[src/rtl/rr_arbiter_4.sv]
// Four-way round-robin arbiter with request/done handshake and optional hold timeout.
// Grant is a registered one-hot decode of {gnt_valid, gnt_idx}; a zero cycle separates grants.
module rr_arbiter_4 #(
    parameter int unsigned MAX_HOLD = 16,
    parameter int unsigned CNT_W    = 5
) (
    input  logic       clk,
    input  logic       rst,
    input  logic [3:0] req,
    input  logic       done,
    output logic [3:0] grant,
    output logic [1:0] gnt_idx,
    output logic       gnt_valid,
    output logic       timeout
);

    localparam logic [CNT_W-1:0] HOLD_LAST = CNT_W'((MAX_HOLD > 0) ? (MAX_HOLD - 1) : 0);
    localparam logic [CNT_W-1:0] CNT_MAX   = '1;

    typedef enum logic {
        IDLE = 1'b0,
        BUSY = 1'b1
    } state_e;

    state_e           state_q, state_d;
    logic [1:0]       ptr_q, ptr_d;
    logic [CNT_W-1:0] hold_cnt_q, hold_cnt_d;
    logic [1:0]       gnt_idx_q, gnt_idx_d;
    logic             gnt_valid_q, gnt_valid_d;
    logic             timeout_q, timeout_d;
    logic [3:0]       grant_q, grant_d;

    logic [1:0]       pick_idx;
    logic [1:0]       cand;
    logic             found;
    logic             rel_hs;
    logic             expire;

    // First set request at or after ptr, wrapping modulo 4.
    always_comb begin
        pick_idx = ptr_q;
        cand     = ptr_q;
        found    = 1'b0;
        for (int i = 0; i < 4; i++) begin
            cand = ptr_q + 2'(i);
            if (!found && req[cand]) begin
                pick_idx = cand;
                found    = 1'b1;
            end
        end
    end

    // Next-state and output computation.
    always_comb begin
        state_d     = state_q;
        ptr_d       = ptr_q;
        hold_cnt_d  = hold_cnt_q;
        gnt_idx_d   = gnt_idx_q;
        gnt_valid_d = gnt_valid_q;
        timeout_d   = 1'b0;
        rel_hs      = done || !req[gnt_idx_q];
        expire      = (MAX_HOLD != 0) && (hold_cnt_q == HOLD_LAST);

        unique case (state_q)
            IDLE: begin
                if (req != 4'b0000) begin
                    gnt_idx_d   = pick_idx;
                    gnt_valid_d = 1'b1;
                    hold_cnt_d  = '0;
                    state_d     = BUSY;
                end
            end
            BUSY: begin
                if (rel_hs || expire) begin
                    gnt_valid_d = 1'b0;
                    ptr_d       = gnt_idx_q + 2'd1;
                    timeout_d   = expire && !rel_hs;
                    state_d     = IDLE;
                end else if (hold_cnt_q != CNT_MAX) begin
                    hold_cnt_d = hold_cnt_q + CNT_W'(1);
                end
            end
            default: state_d = IDLE;
        endcase

        grant_d = gnt_valid_d ? (4'b0001 << gnt_idx_d) : 4'b0000;
    end

    always_ff @(posedge clk) begin
        if (rst) begin
            state_q     <= IDLE;
            ptr_q       <= 2'd0;
            hold_cnt_q  <= '0;
            gnt_idx_q   <= 2'd0;
            gnt_valid_q <= 1'b0;
            timeout_q   <= 1'b0;
            grant_q     <= 4'b0000;
        end else begin
            state_q     <= state_d;
            ptr_q       <= ptr_d;
            hold_cnt_q  <= hold_cnt_d;
            gnt_idx_q   <= gnt_idx_d;
            gnt_valid_q <= gnt_valid_d;
            timeout_q   <= timeout_d;
            grant_q     <= grant_d;
        end
    end

    assign grant     = grant_q;
    assign gnt_idx   = gnt_idx_q;
    assign gnt_valid = gnt_valid_q;
    assign timeout   = timeout_q;

endmodule

[config.mk]
export PLATFORM = sky130hd
export DESIGN_NAME = rr_arbiter_4
export DESIGN_NICKNAME = d
export VERILOG_FILES = /design/src/rtl/rr_arbiter_4.sv
export SDC_FILE = /design/constraint.sdc
export NUM_CORES = 1
export LEC_CHECK = 0
export BUFFER_PORTS_ARGS = -buffer_cell sky130_fd_sc_hd__buf_2
export CAP_MARGIN = 25
export CORE_MARGIN = 2
export CORE_UTILIZATION = 38
export CTS_CLUSTER_SIZE = 8
export DETAILED_ROUTE_END_ITERATION = 7
export PLACE_DENSITY_LB_ADDON = 0.08
export SLEW_MARGIN = 30
export SYNTH_ARGS = -nofsm -noshare
export SYNTH_HDL_FRONTEND = slang
export SYNTH_SLANG_ARGS = --single-unit
[constraint.sdc]
create_clock -name clk -period 2.3 [get_ports clk]
set_input_delay 0.115 -clock clk [delete_from_list [all_inputs] [get_ports clk]]
set_output_delay 0.115 -clock clk [all_outputs]
set_load 0.05 [all_outputs]
After elaboration in Yosys (flattened, before gate mapping)
Index checks and enable logic that the tools add are counted.
- order comparisons: 5
- equal/unequal tests: 5
- shifts and indexed selects: 1
- reduce and logical (&&, ||, !) cells: 16
- muxes and demuxes: 28
- $add $sub $neg: 5
- bitwise logic cells: 3
- operators by type and width (cell ; count):
    $lt A2 B3 Y1 const B ; 5
    $mux W5 ; 3
    $mux W1 ; 12
    $bmux W1 S2 ; 5
    $mux W2 ; 5
    $pmux W5 S2 ; 1
    $add A5 B1 Y5 const B ; 1
    $eq A5 B4 Y1 const B ; 1
    $logic_not A1 Y1 ; 5
    $ne A5 B5 Y1 const B ; 1
    $add A2 B1 Y2 const B ; 2
    $add A2 B2 Y2 const B ; 2
    $logic_and A1 B1 Y1 ; 4
    $ne A2 B2 Y1 const B ; 2
    $pmux W1 S2 ; 2
    $reduce_bool A4 Y1 ; 1
    $shl A1 B2 Y4 const A ; 1
    $not A1 Y1 ; 3
    $reduce_and A3 Y1 ; 1
    $reduce_or A3 Y1 ; 1
    $logic_or A1 B1 Y1 ; 2
    $ne A2 B1 Y1 const B ; 1
    $reduce_and A2 Y1 ; 1
    $reduce_or A2 Y1 ; 1
- register bits after elaboration: 16
- word-level logic and storage cells: 70
- input port bits: 7

Logic depth before layout (Yosys ltp)
- word-level depth: 15
- depth in mapped cells: 8

Least setup slack after synthesis
Ideal clock, no wire load.
- path type: flip-flop to flip-flop
- start: register hold_cnt_q[0]
- end: register hold_cnt_q[2]
- slack: 0.087 ns
- arrival: 2.078 ns
- cell stages (with the launch flop): 9
- cell sequence: dfxtp_1 ha_1 and3_1 ha_1 or3b_1 o221a_4 buf_2 o311ai_0 o41ai_1
- cells in the longest elaborated chain, start to end: 4
- elaborated cells between the ends (all ways): 10
- those cells by class: add/sub: 1; eq/ne: 4; mux: 3; reduce/logical: 2
- ends and longest elaborated chain (item ; line ; RTL):
    start, declared ; 27 ; logic [CNT_W-1:0] hold_cnt_q, hold_cnt_d;
    start signal, assigned ; 101 ; hold_cnt_q <= hold_cnt_d;
    $add A5 B1 Y5 or $eq A5 B4 Y1 (tied branches) ; 80, 62 ;
    $mux W5 or $logic_or A1 B1 Y1 (tied branches) ; 79, 74 ;
    $mux W5 or $ne A2 B2 Y1 (tied branches) ; n/a ;
    $pmux W5 S2 or $reduce_and A3 Y1 (tied branches) ; n/a ;
Several ways; a longest one is shown, not always the timed one. The select of a mux whose other input is x is not followed.
A chain may end at the register's enable or synchronous reset.

Final worst setup path
- start: register hold_cnt_q[1]
- end: register grant_q[1] (netlist: grant[1])
- cells in the longest elaborated chain, start to end: 6
- ends and longest elaborated chain (item ; line ; RTL):
    $eq A5 B4 Y1 ; 62 ; expire = (MAX_HOLD != 0) && (hold_cnt_q == HOLD_LAST);
    $logic_or A1 B1 Y1 ; 74 ; if (rel_hs || expire) begin
    $mux W1 ; 74 ;
    $pmux W1 S2 ; 64 ; unique case (state_q)
    $not A1 Y1 (no line) ; n/a ;
    $reduce_or A2 Y1 (no line) ; n/a ;
    end signal, assigned ; 105 ; grant_q <= grant_d;
    end, declared ; 31 ; logic [3:0] grant_q, grant_d;
No other way between the ends.

==> impl_metrics.env <==
export IMPL_synthXorXnorAreaFrac=0.01062
export IMPL_cts_buffers_inserted=3
export IMPL_insertion_delay_ps=280
export IMPL_clock_skew_final_ps=3.973
export IMPL_path_cells="ha_4 -> and3_4 -> ha_4 -> or3b_4 -> o221a_4 -> or3_4 -> and4b_1"
export IMPL_dr_pass1_iters=4
export IMPL_antenna_found_initial=0
export IMPL_drt_iter0_markers=7
export IMPL_p_leak_nw=0.4169
export IMPL_powerDensity_mw_per_mm2=637.8
export IMPL_grt_pass1_vias=693
export IMPL_route_detailed_drc=0
export IMPL_hold_violations=0
export IMPL_die_area_mm2=0.002558
export IMPL_criticalPathCategory="register to register"
export IMPL_synth_cells=88
export IMPL_drive_gt1_frac=0.3578
export IMPL_r2r_slack_ps=80
export IMPL_synthFlopType="dfxtp_1"
export IMPL_synth_top_area_cell="dfxtp_1"
export IMPL_synth_simple_gate_area_share=0.2231
export IMPL_ys_ff_latch=16
export IMPL_synth_distinct_cells=37
export IMPL_synth_compound_area_frac=0.2428
export IMPL_grtUsageTotal=0.1530
export IMPL_path_clk_slew_ps=100
export IMPL_grt_overflow=0
export IMPL_synthTopCellsByArea="dfxtp_1 39%, a211oi_1 4.6%, ha_1 4.6%, a21oi_1 3.0%, nor2b_1 3.0%"
export IMPL_status="finished clean"
export IMPL_end_kind="register"
export IMPL_cts_buffer_depth=2
export IMPL_synthAdderAreaFrac=0.04552
export IMPL_io_pins=15
export IMPL_cp_max_fo=6
export IMPL_nets=120
export IMPL_setup_ws_ps=79.35
export IMPL_final_util=0.5263
export IMPL_num_rows=16
export IMPL_fillers=206
export IMPL_synth_top_family_by_area="compound AO/OA/AOI/OAI gates"
export IMPL_synth_commonest_cells="16 x dfxtp_1, 6 x nor2_1, 5 x a211oi_1, 5 x a21oi_1"
export IMPL_cts_tree="yes"
export IMPL_tightestPinTransition_ps=475.5
export IMPL_syn_nets=98
export IMPL_avgSynthCellArea_um2=9.370
export IMPL_cp_start_kind="register"
export IMPL_cts_root_buf="clkbuf_4"
export IMPL_synth_area_um2=824.5
export IMPL_viasPerCell=5.566
export IMPL_htree_levels=1
export IMPL_max_stage_delay_ps=410
export IMPL_drv_cap=0
export IMPL_grt_setup_unrepaired="false"
export IMPL_grt_pass1_wl_um=2994
export IMPL_cpMaxStageDelayCell="or3_4"
export IMPL_synth_most_common_cell="dfxtp_1"
export IMPL_yosysSeqAreaShare=0.3885
export IMPL_synth_edf_count=0
export IMPL_portBuffers=14
export IMPL_wl_um=1900
export IMPL_ys_warn_count=0
export IMPL_netlist_area_leader_share=0.3885
export IMPL_dp_hpwl_um=1300
export IMPL_fp_dieH_um=50.58
export IMPL_period_minus_slack_ps=2221
export IMPL_drtAntennaViolNets=0
export IMPL_cts_hold_buffers=0
export IMPL_cpMostUsedCell="ha_4"
export IMPL_finalMaxSlewViolations=0
export IMPL_synth_area_mux_share=0.05159
export IMPL_maxSlewHeadroom=0.6801
export IMPL_cp_arrival_ps=2450
export IMPL_fmax_mhz=450.3
export IMPL_async_reset_ff_frac=0
export IMPL_hp_class="primary input to register"
export IMPL_peakVddDrop_mv=0.3233
export IMPL_finalSetupViolations=0
export IMPL_required_ps=2530
export IMPL_area_delta_synth_final_pct=27.77
export IMPL_coreArea_mm2=0.002002
export IMPL_wl_per_cell_um=13.97
export IMPL_clkSinkCount=16
export IMPL_gp_congestion=0.7393
export IMPL_grt_max_degree=11
export IMPL_place_ws_ps=-11.72
export IMPL_via_count=757
export IMPL_initial_core_util=0.4119
export IMPL_diodes=0
export IMPL_timing_final_crit_share=0.9655
export IMPL_die_w_um=50.58
-- through the flow --
step                      total power [mW]  instances  area, um2  hold slack (ps)  setup TNS, ps
final                               0.6719        136       1054            105.2              0
after global routing                0.7107        136       1054            109.2              0
after CTS                           0.6683        135      996.0            95.20              0
after detailed placement            0.4748        129      934.6            407.5         -11.72
after global placement              0.4752        129      934.6            403.3              0
after floorplan                     0.4328         88      824.5            280.9              0
-- critical path, delay by kind of cell (launching register included) --
family                     cells  cell delay, ps
DFF                            1             350
adders and majority gates      2             300
and+or+nand+nor                4            1210
AOI/OAI and AO/OA              1             300
-- layout make-up --
type,count,area [um2],area share
Multi-Input combinational cell,65,526.8,0.5000
Sequential cell,16,322.8,0.3064
Timing Repair Buffer,20,118.9,0.1128
Clock buffer,4,36.28,0.03444
Tap cell,27,33.78,0.03207
Inverter,4,15.01,0.01425
-- metal layers --
metal  up-vias  wire [um]  part of all wire  global-route usage
met4         0         14            0.0074             0.05405
met1       370        851              0.45              0.1725
met5         -          0                 0                   0
li1        373          -                 -                   -
met2        12        955              0.50              0.2807
met3         2         78             0.041             0.03274
-- cell usage in the layout, fill, tap and decap left out, types with 2 or more instances in the layout --
master    synthesis  routed
nor4_1            2       2
buf_4             1       5
nand2_1           3       3
mux2i_1           2       2
dfxtp_1          16      14
inv_1             4       4
nand2b_1          2       2
a211oi_1          5       4
buf_2             1      14
or3_1             3       2
o21bai_1          2       2
dfxtp_2           0       2
clkbuf_4          0       3
or3_4             1       2
or4_1             3       2
nor2_1            6       6
mux2_2            2       2
and4b_1           2       2
ha_4              0       2
a21oi_1           5       4
nor2b_1           4       4
o21ai_0           4       4
-- flip-flops by register name (all words and copies together), names as in the netlist --
| signal | flops |
|---|---|
| state_q | 1 |
| gnt_idx | 2 |
| timeout | 1 |
| hold_cnt_q | 5 |
| gnt_valid | 1 |
| grant | 4 |
| ptr_q | 2 |
-- logic make-up after synthesis --
group	Yosys count
xor gates and xnor gates	1
adders and majority gates	3
buffers and inverters	7
DFF	16
and+or+nand+nor	30
AOI/OAI and AO/OA	27
muxes	4
-- where the power goes --
group | internal [mW] | switching, mW
Clock | 0.0962 | 0.0890
Combinational | 0.0693 | 0.105
Sequential | 0.296 | 0.0170
-- final timing paths --
| kind | startpoint | to | cells past startpoint |
|---|---|---|---|
| max | hold_cnt_q[1]$_SDFFE_PP0P_ | grant[1]$_SDFF_PP0_ | 7 |
| min | done | timeout$_SDFF_PP0_ | 3 |
| min reg2reg | hold_cnt_q[4]$_SDFFE_PP0P_ | hold_cnt_q[4]$_SDFFE_PP0P_ | 2 |
| max reg2reg | hold_cnt_q[1]$_SDFFE_PP0P_ | grant[1]$_SDFF_PP0_ | 7 |
-- repair_timing --
item,CTS,global route
endpoints found under the setup margin,4,7
endpoints found under the hold margin,0,0
pin swaps,3,4
resized for setup,5,11
buffers inserted,2,1
No activity file was read; power rests on OpenSTA's default activity.
